File: config.mk
export PLATFORM = sky130hd
export DESIGN_NAME = pipelined_adder_rv
export DESIGN_NICKNAME = d
export VERILOG_FILES = /design/src/rtl/pipelined_adder_rv.sv
export SDC_FILE = /design/constraint.sdc
export NUM_CORES = 1
export LEC_CHECK = 0
export ABC_AREA = 1
export CAP_MARGIN = 20
export CORE_MARGIN = 10
export CORE_UTILIZATION = 42
export DETAILED_ROUTE_END_ITERATION = 8
export PLACE_DENSITY = 0.73
export SYNTH_ARGS = -nofsm -noshare
export SYNTH_HDL_FRONTEND = slang
export SYNTH_SLANG_ARGS = --single-unit
File: constraint.sdc
create_clock -name clk -period 6.8 [get_ports clk]
set_clock_uncertainty 0.1 [all_clocks]
set_input_delay 0.68 -clock clk [delete_from_list [all_inputs] [get_ports clk]]
set_output_delay 0.68 -clock clk [all_outputs]
set_load 0.02 [all_outputs]
File: src/rtl/pipelined_adder_rv.sv
// Pipelined adder with the carry chain split into STAGES slices, valid/ready backpressure and flush.
// Optional subtract mode is enabled by defining PIPELINED_ADDER_RV_SUB_EN.
module pipelined_adder_rv #(
    parameter int unsigned WIDTH  = 32,
    parameter int unsigned STAGES = 4
) (
    input  logic             clk,
    input  logic             rst_n,
    input  logic             in_valid,
    output logic             in_ready,
    input  logic [WIDTH-1:0] a,
    input  logic [WIDTH-1:0] b,
`ifdef PIPELINED_ADDER_RV_SUB_EN
    input  logic             in_sub,
`endif
    input  logic             flush,
    output logic             out_valid,
    input  logic             out_ready,
    output logic [WIDTH-1:0] sum,
    output logic             cout
);

    localparam int unsigned CHUNK = WIDTH / STAGES;

    if ((WIDTH % STAGES) != 0) begin : g_bad_width
        $error("pipelined_adder_rv: WIDTH must be divisible by STAGES");
    end
    if ((STAGES < 1) || (STAGES > 8)) begin : g_bad_stages
        $error("pipelined_adder_rv: STAGES must be in 1..8");
    end

    logic [STAGES-1:0]             v_q, v_d, adv;
    logic [STAGES-1:0]             c_q, c_d;
    logic [STAGES-1:0][WIDTH-1:0]  a_q, a_d, b_q, b_d, r_q, r_d;

    // Per-stage view of the upstream transaction (primary inputs for stage 0).
    logic [STAGES-1:0]             up_v, up_c;
    logic [STAGES-1:0][WIDTH-1:0]  up_a, up_b, up_r;
    logic [STAGES-1:0][CHUNK:0]    slice_sum;

    logic             sub_mode;
`ifdef PIPELINED_ADDER_RV_SUB_EN
    assign sub_mode = in_sub;
`else
    assign sub_mode = 1'b0;
`endif

    for (genvar g = 0; g < STAGES; g++) begin : g_stage
        if (g == 0) begin : g_first
            assign up_v[g] = in_valid;
            assign up_a[g] = a;
            // Subtraction is folded in up front: ~b with carry-in 1 travels as plain data.
            assign up_b[g] = sub_mode ? ~b : b;
            assign up_c[g] = sub_mode;
            assign up_r[g] = '0;
        end else begin : g_rest
            assign up_v[g] = v_q[g-1];
            assign up_a[g] = a_q[g-1];
            assign up_b[g] = b_q[g-1];
            assign up_c[g] = c_q[g-1];
            assign up_r[g] = r_q[g-1];
        end
        // Stage g can move iff some stage at or after it is empty, or the sink accepts.
        assign adv[g] = out_ready | ~(&v_q[STAGES-1:g]);
        assign slice_sum[g] = {1'b0, up_a[g][g*CHUNK +: CHUNK]}
                            + {1'b0, up_b[g][g*CHUNK +: CHUNK]}
                            + {{CHUNK{1'b0}}, up_c[g]};
    end

    assign in_ready  = adv[0] & ~flush;
    assign out_valid = v_q[STAGES-1];
    assign sum       = r_q[STAGES-1];
    assign cout      = c_q[STAGES-1];

    always_comb begin
        v_d = v_q;
        c_d = c_q;
        a_d = a_q;
        b_d = b_q;
        r_d = r_q;
        for (int i = 0; i < STAGES; i++) begin
            if (flush) begin
                v_d[i] = 1'b0;
            end else if (adv[i]) begin
                v_d[i] = up_v[i];
            end
            if (adv[i] && up_v[i]) begin
                a_d[i]                   = up_a[i];
                b_d[i]                   = up_b[i];
                r_d[i]                   = up_r[i];
                r_d[i][i*CHUNK +: CHUNK] = slice_sum[i][CHUNK-1:0];
                c_d[i]                   = slice_sum[i][CHUNK];
            end
        end
    end

    always_ff @(posedge clk or negedge rst_n) begin
        if (!rst_n) begin
            v_q <= '0;
        end else begin
            v_q <= v_d;
        end
    end

    always_ff @(posedge clk) begin
        a_q <= a_d;
        b_q <= b_d;
        r_q <= r_d;
        c_q <= c_d;
    end

    // Operands held in the final stage have no consumer.
    logic unused_last_operands;
    assign unused_last_operands = ^{a_q[STAGES-1], b_q[STAGES-1]};

endmodule

After elaboration in Yosys (flattened, before gate mapping)
Cells that the tools add are included.

storage, ports and cells
  word-level logic and storage cells = 54
  output and inout bits = 35
  register bits = 280
  input bits = 69

cells by class
  add/sub/neg operators = 7
  multiplexer cells = 8
  reduce and logical (&&, ||, !) cells = 11
  bitwise gates (word level) = 10

operators with widths
  cell                  count
  adder 8 x 8 -> 9 bit  4
  adder 9 x 1 -> 9 bit  3
  two-way mux 1 bit     8
  nonzero test 2 bit    4
  inverter 1 bit        5
  logical AND 1 bit     4
  bitwise OR 1 bit      4
  AND reduction 4 bit   1
  AND reduction 3 bit   1
  AND reduction 2 bit   1
  AND 1 bit             1

Depth between registers and ports, before layout
  depth after elaboration = 5
  depth in mapped cells = 10
  depth with buffers taken out = 10

Worst setup path before layout
OpenSTA, ideal clock, no wires.

  path type = input to register
  start point = input port out_ready
  end point = register a_q[10] (netlist name) (enable)
  data arrival time = 3.398 ns
  stages = 6
  path slack = 2.829 ns
  data required time = 6.227 ns
  setup time = 0.473 ns
  path buffers = 0
  path through = inv_1 nand3_1 nor2_2 nand2_2 inv_1 nor2_1

between the ends
  longest elaborated chain between the ends = 2

RTL lines
  item                  line  text
  start, declared       18    input logic out_ready,
  bitwise OR 1 bit      64    assign adv[g] = out_ready | ~(&v_q[STAGES-1:g]);
  logical AND 1 bit     87    if (adv[i] && up_v[i]) begin
  end signal, assigned  106   a_q <= a_d;
  end, declared         34    logic [STAGES-1:0][WIDTH-1:0] a_q, a_d, b_q, b_d, r_q, r_d;

No other way between the ends.
A chain may end at the register's enable or synchronous reset.

Final worst setup path
  start point = input port out_ready
  end point = output port in_ready

between the ends
  longest elaborated chain between the ends = 2

RTL lines
  item              line  text
  bitwise OR 1 bit  64
  AND 1 bit         70    assign in_ready = adv[0] & ~flush;
  end, declared     10    output logic in_ready,

No other way between the ends.

==> results.md <==
* Psw at 553 uW
* Final Non-Filler Cells at 810
* Max Transition Viols Final at 0
* Final setup fails at 0
* Synth area leader: edfxtp_1
* Total GRT Usage at 10.5%
* Unrepaired setup endpoints after global routing: false
* Ant. Diodes at 0
* CP Launch Point: out_ready
* CTS Hold Bufs at 0
* First-pass GRT wire length at 19.4 mm
* Final period util at 48.1%
* Top FF cell, synth: edfxtp_1
* Hold path endpoint: b_q[90]$_DFFE_PP_
* Num CTS Buffers at 17
* Synth Net Count at 583
* Worst Setup Start Kind: input pin
* Static leakage at 0.00350 uW
* Switching share of power at 20.8%
* Seq cells post-synth at 184
* Clock group share of total power at 40.0%
* Setup CP Type: input pin to output pin
* Fin nets at 677
* Die area at 23300 um2
* Main combinational cell family by area after synthesis: simple AND/OR/NAND/NOR gates
* Post-synthesis sequential area ratio at 74.5%
* Logic pwr share at 8.9%
* Worst-Skew Late Latency at 0.42 ns
* Routed Wire Length at 11.6 mm
* Vias per cell at 4.61
* Initial antenna violation count at 0
* Worst Path Arrival at 2.49 ns
* Post-synthesis xor/xnor area fraction at 1.42%
* Least-Margin Pin Slew at 0.729 ns
* HP Start: b_q[58]$_DFFE_PP_
* HPWL Detailed at 8.36 mm
* Post-synthesis mux area share at 0%
* Max-cap violations at 0
* Reg2reg start: c_q[1]$_DFFE_PP_
* Worst-path clk slew at 0.07 ns
* Antenna Nets Post-Route at 0
* Slew HR at 51.4%
* Total congestion overflow at 0
* CP max FO at 4
* Setup TNS Final at 0 ns
* CTS tree: yes
* GPL Wtd Cong at 0.828
* Crit path cell chain: clkdlybuf4s50_1, inv_1, nand3_1, nor2_2, nand2_2, inv_1, nor2_1, clkdlybuf4s50_1
* Post_cts resized at 0
* Share of post-route cells with drive strength above 1 at 11.5%
* Cell with the most instances after synthesis: edfxtp_1
* Internal power at 2100 uW
* PortBufs at 103
* Detailed-route via count at 3735
* R2r endpoint: c_q[2]$_DFFE_PP_
* Adder-cell share of the synthesized area at 6.81%
* Required time worst endpoint at 6.02 ns
* Starting Density at 42.7%
* Min Clock Period, post-route at 3.27 ns
* Die height at 153 um
* Initial DRT Pass Iterations at 4
* Clk root buf: clkbuf_16
* Reg2Reg Setup Slack at 4.62 ns
* Post-synth EDFFs at 180
* Hold path depth at 0
* Warnings from Yosys at 0
* Postcts setup bufs at 0
* Synth cell count leaders: edfxtp_1, nand2_1, inv_1, buf_4, ha_1
* H-tree depth at 4
* Drt drc at 0
* Clock tree buffer depth at 2
* Post-Syn Area at 7390 um2
* DP Cell Count at 777
* HP Class: register to register
* Sequential Power Share at 51.2%
* Worst VDD drop at 0.000177 V
* Core Box Area at 17300 um2
* IO Pins at 104
* Peak Freq at 0.306 GHz
* Final Hold Fails at 0
* Largest cells by area after synthesis: edfxtp_1, ha_1, nand2_1
* Power density cells at 289 nW/um2
* Reg2reg path depth at 8
* Mean Syn Cell Area at 15.5 um2
* Crit-path slowest cell: clkdlybuf4s50_1
* Vias in the first global route at 4054
* Die W at 153 um
* Row count at 48
* Drt wl/cell at 14.3 um
* Outcome: completed
* Sink Count at 184
* Max stage delay on crit path at 0.55 ns
* Largest net degree at the start of global routing at 58
* Crit. End Element: output pin
* Post-synth ARST share at 2.17%
* Synth Area in Simple Gates at 10.3%
* Syn Inst Count at 478
* Synth-to-Final Area Change at 24.5%
* Compound-cell area share of the yosys netlist at 1.52%
* Top-area cell type share of the netlist area at 73.1%
* Netlist cell types at 22
* Drt first-iter violations at 159
==> kinds of logic (layout without fill, tap and decap cells) <==
group                    count (synthesis)  count (layout)
flip-flops                             184             184
AND/OR/NAND/NOR                        153             153
buffers and inverters                   76             183
adder cells (fa/ha/maj)                 36              36
AO/OA/AOI/OAI                           17              17
XOR/XNOR                                12              12
==> worst max path at each step <==
stage	slack, ns	to	cells after the start
after floorplan	2.83	a_q[10]$_DFFE_PP_	6
after global placement	3.66	in_ready	8
after detailed placement	3.50	in_ready	8
after CTS	3.51	in_ready	8
after global routing	3.42	in_ready	8
final	3.53	in_ready	8
==> power by group through the flow <==
| stage | clock network [uW] | registers (uW) | logic (uW) |
|---|---|---|---|
| 4_1_cts | 1090 | 1360 | 236 |
| 5_1_grt | 1130 | 1370 | 265 |
| 3_5_place_dp | 0 | 1380 | 235 |
| 6_report | 1060 | 1360 | 236 |
| 3_3_place_gp | 0 | 1380 | 221 |
| 2_1_floorplan | 0 | 1380 | 149 |
==> placed cells by master (no fill, tap or decap), drive strengths merged <==
| cell | count |
|---|---|
| a21oi | 16 |
| bufinv | 5 |
| fa | 7 |
| clkinvlp | 5 |
| xor2 | 3 |
| buf | 4 |
| nand2 | 102 |
| nor2 | 18 |
| clkbuf | 17 |
| inv | 46 |
| clkinv | 3 |
| xnor2 | 9 |
| a31oi | 1 |
| dfrtp | 4 |
| clkdlybuf4s50 | 103 |
| or2 | 8 |
| nand3 | 18 |
| nand3b | 7 |
| edfxtp | 180 |
| ha | 29 |
==> registers in the layout, indices dropped and copies added (netlist names) <==
register / cells
v_q: 4
r_q: 48
a_q: 48
c_q: 4
sum: 32
b_q: 48
==> critical path: cells and delay by family <==
family        cells  cell delay [ns]
buf+inv           4             1.25
simple gates      4             0.54
==> metrics by stage <==
stage / total power [uW] / cell area, um2 / utilization (%) / setup slack (ns) / hold WS (ns)
3_3_place_gp: 1600 / 8530 / 49.3 / 3.66 / 0.300
6_report: 2660 / 9200 / 53.2 / 3.53 / 0.313
3_5_place_dp: 1620 / 8530 / 49.3 / 3.50 / 0.305
5_1_grt: 2760 / 9200 / 53.2 / 3.42 / 0.323
4_1_cts: 2680 / 9180 / 53.0 / 3.51 / 0.316
2_1_floorplan: 1530 / 7390 / - / 2.83 / 0.284
==> layout make-up <==
class / instances / area [um2]
Sequential cell: 184 / 5510
Multi-Input combinational cell: 218 / 1520
Timing Repair Buffer: 107 / 1080
Clock buffer: 17 / 425
Clock inverter: 15 / 224
Inverter: 44 / 165
Fill cell: 1373 / 8090
Tap cell: 225 / 282
==> layer usage <==
metal	wire length, um	GRT usage, %
met2	6370	19.0
met4	336	5.99
met5	0	0
met3	577	3.61
met1	4320	10.1
Note: power is estimated with default switching activity, not from simulation.
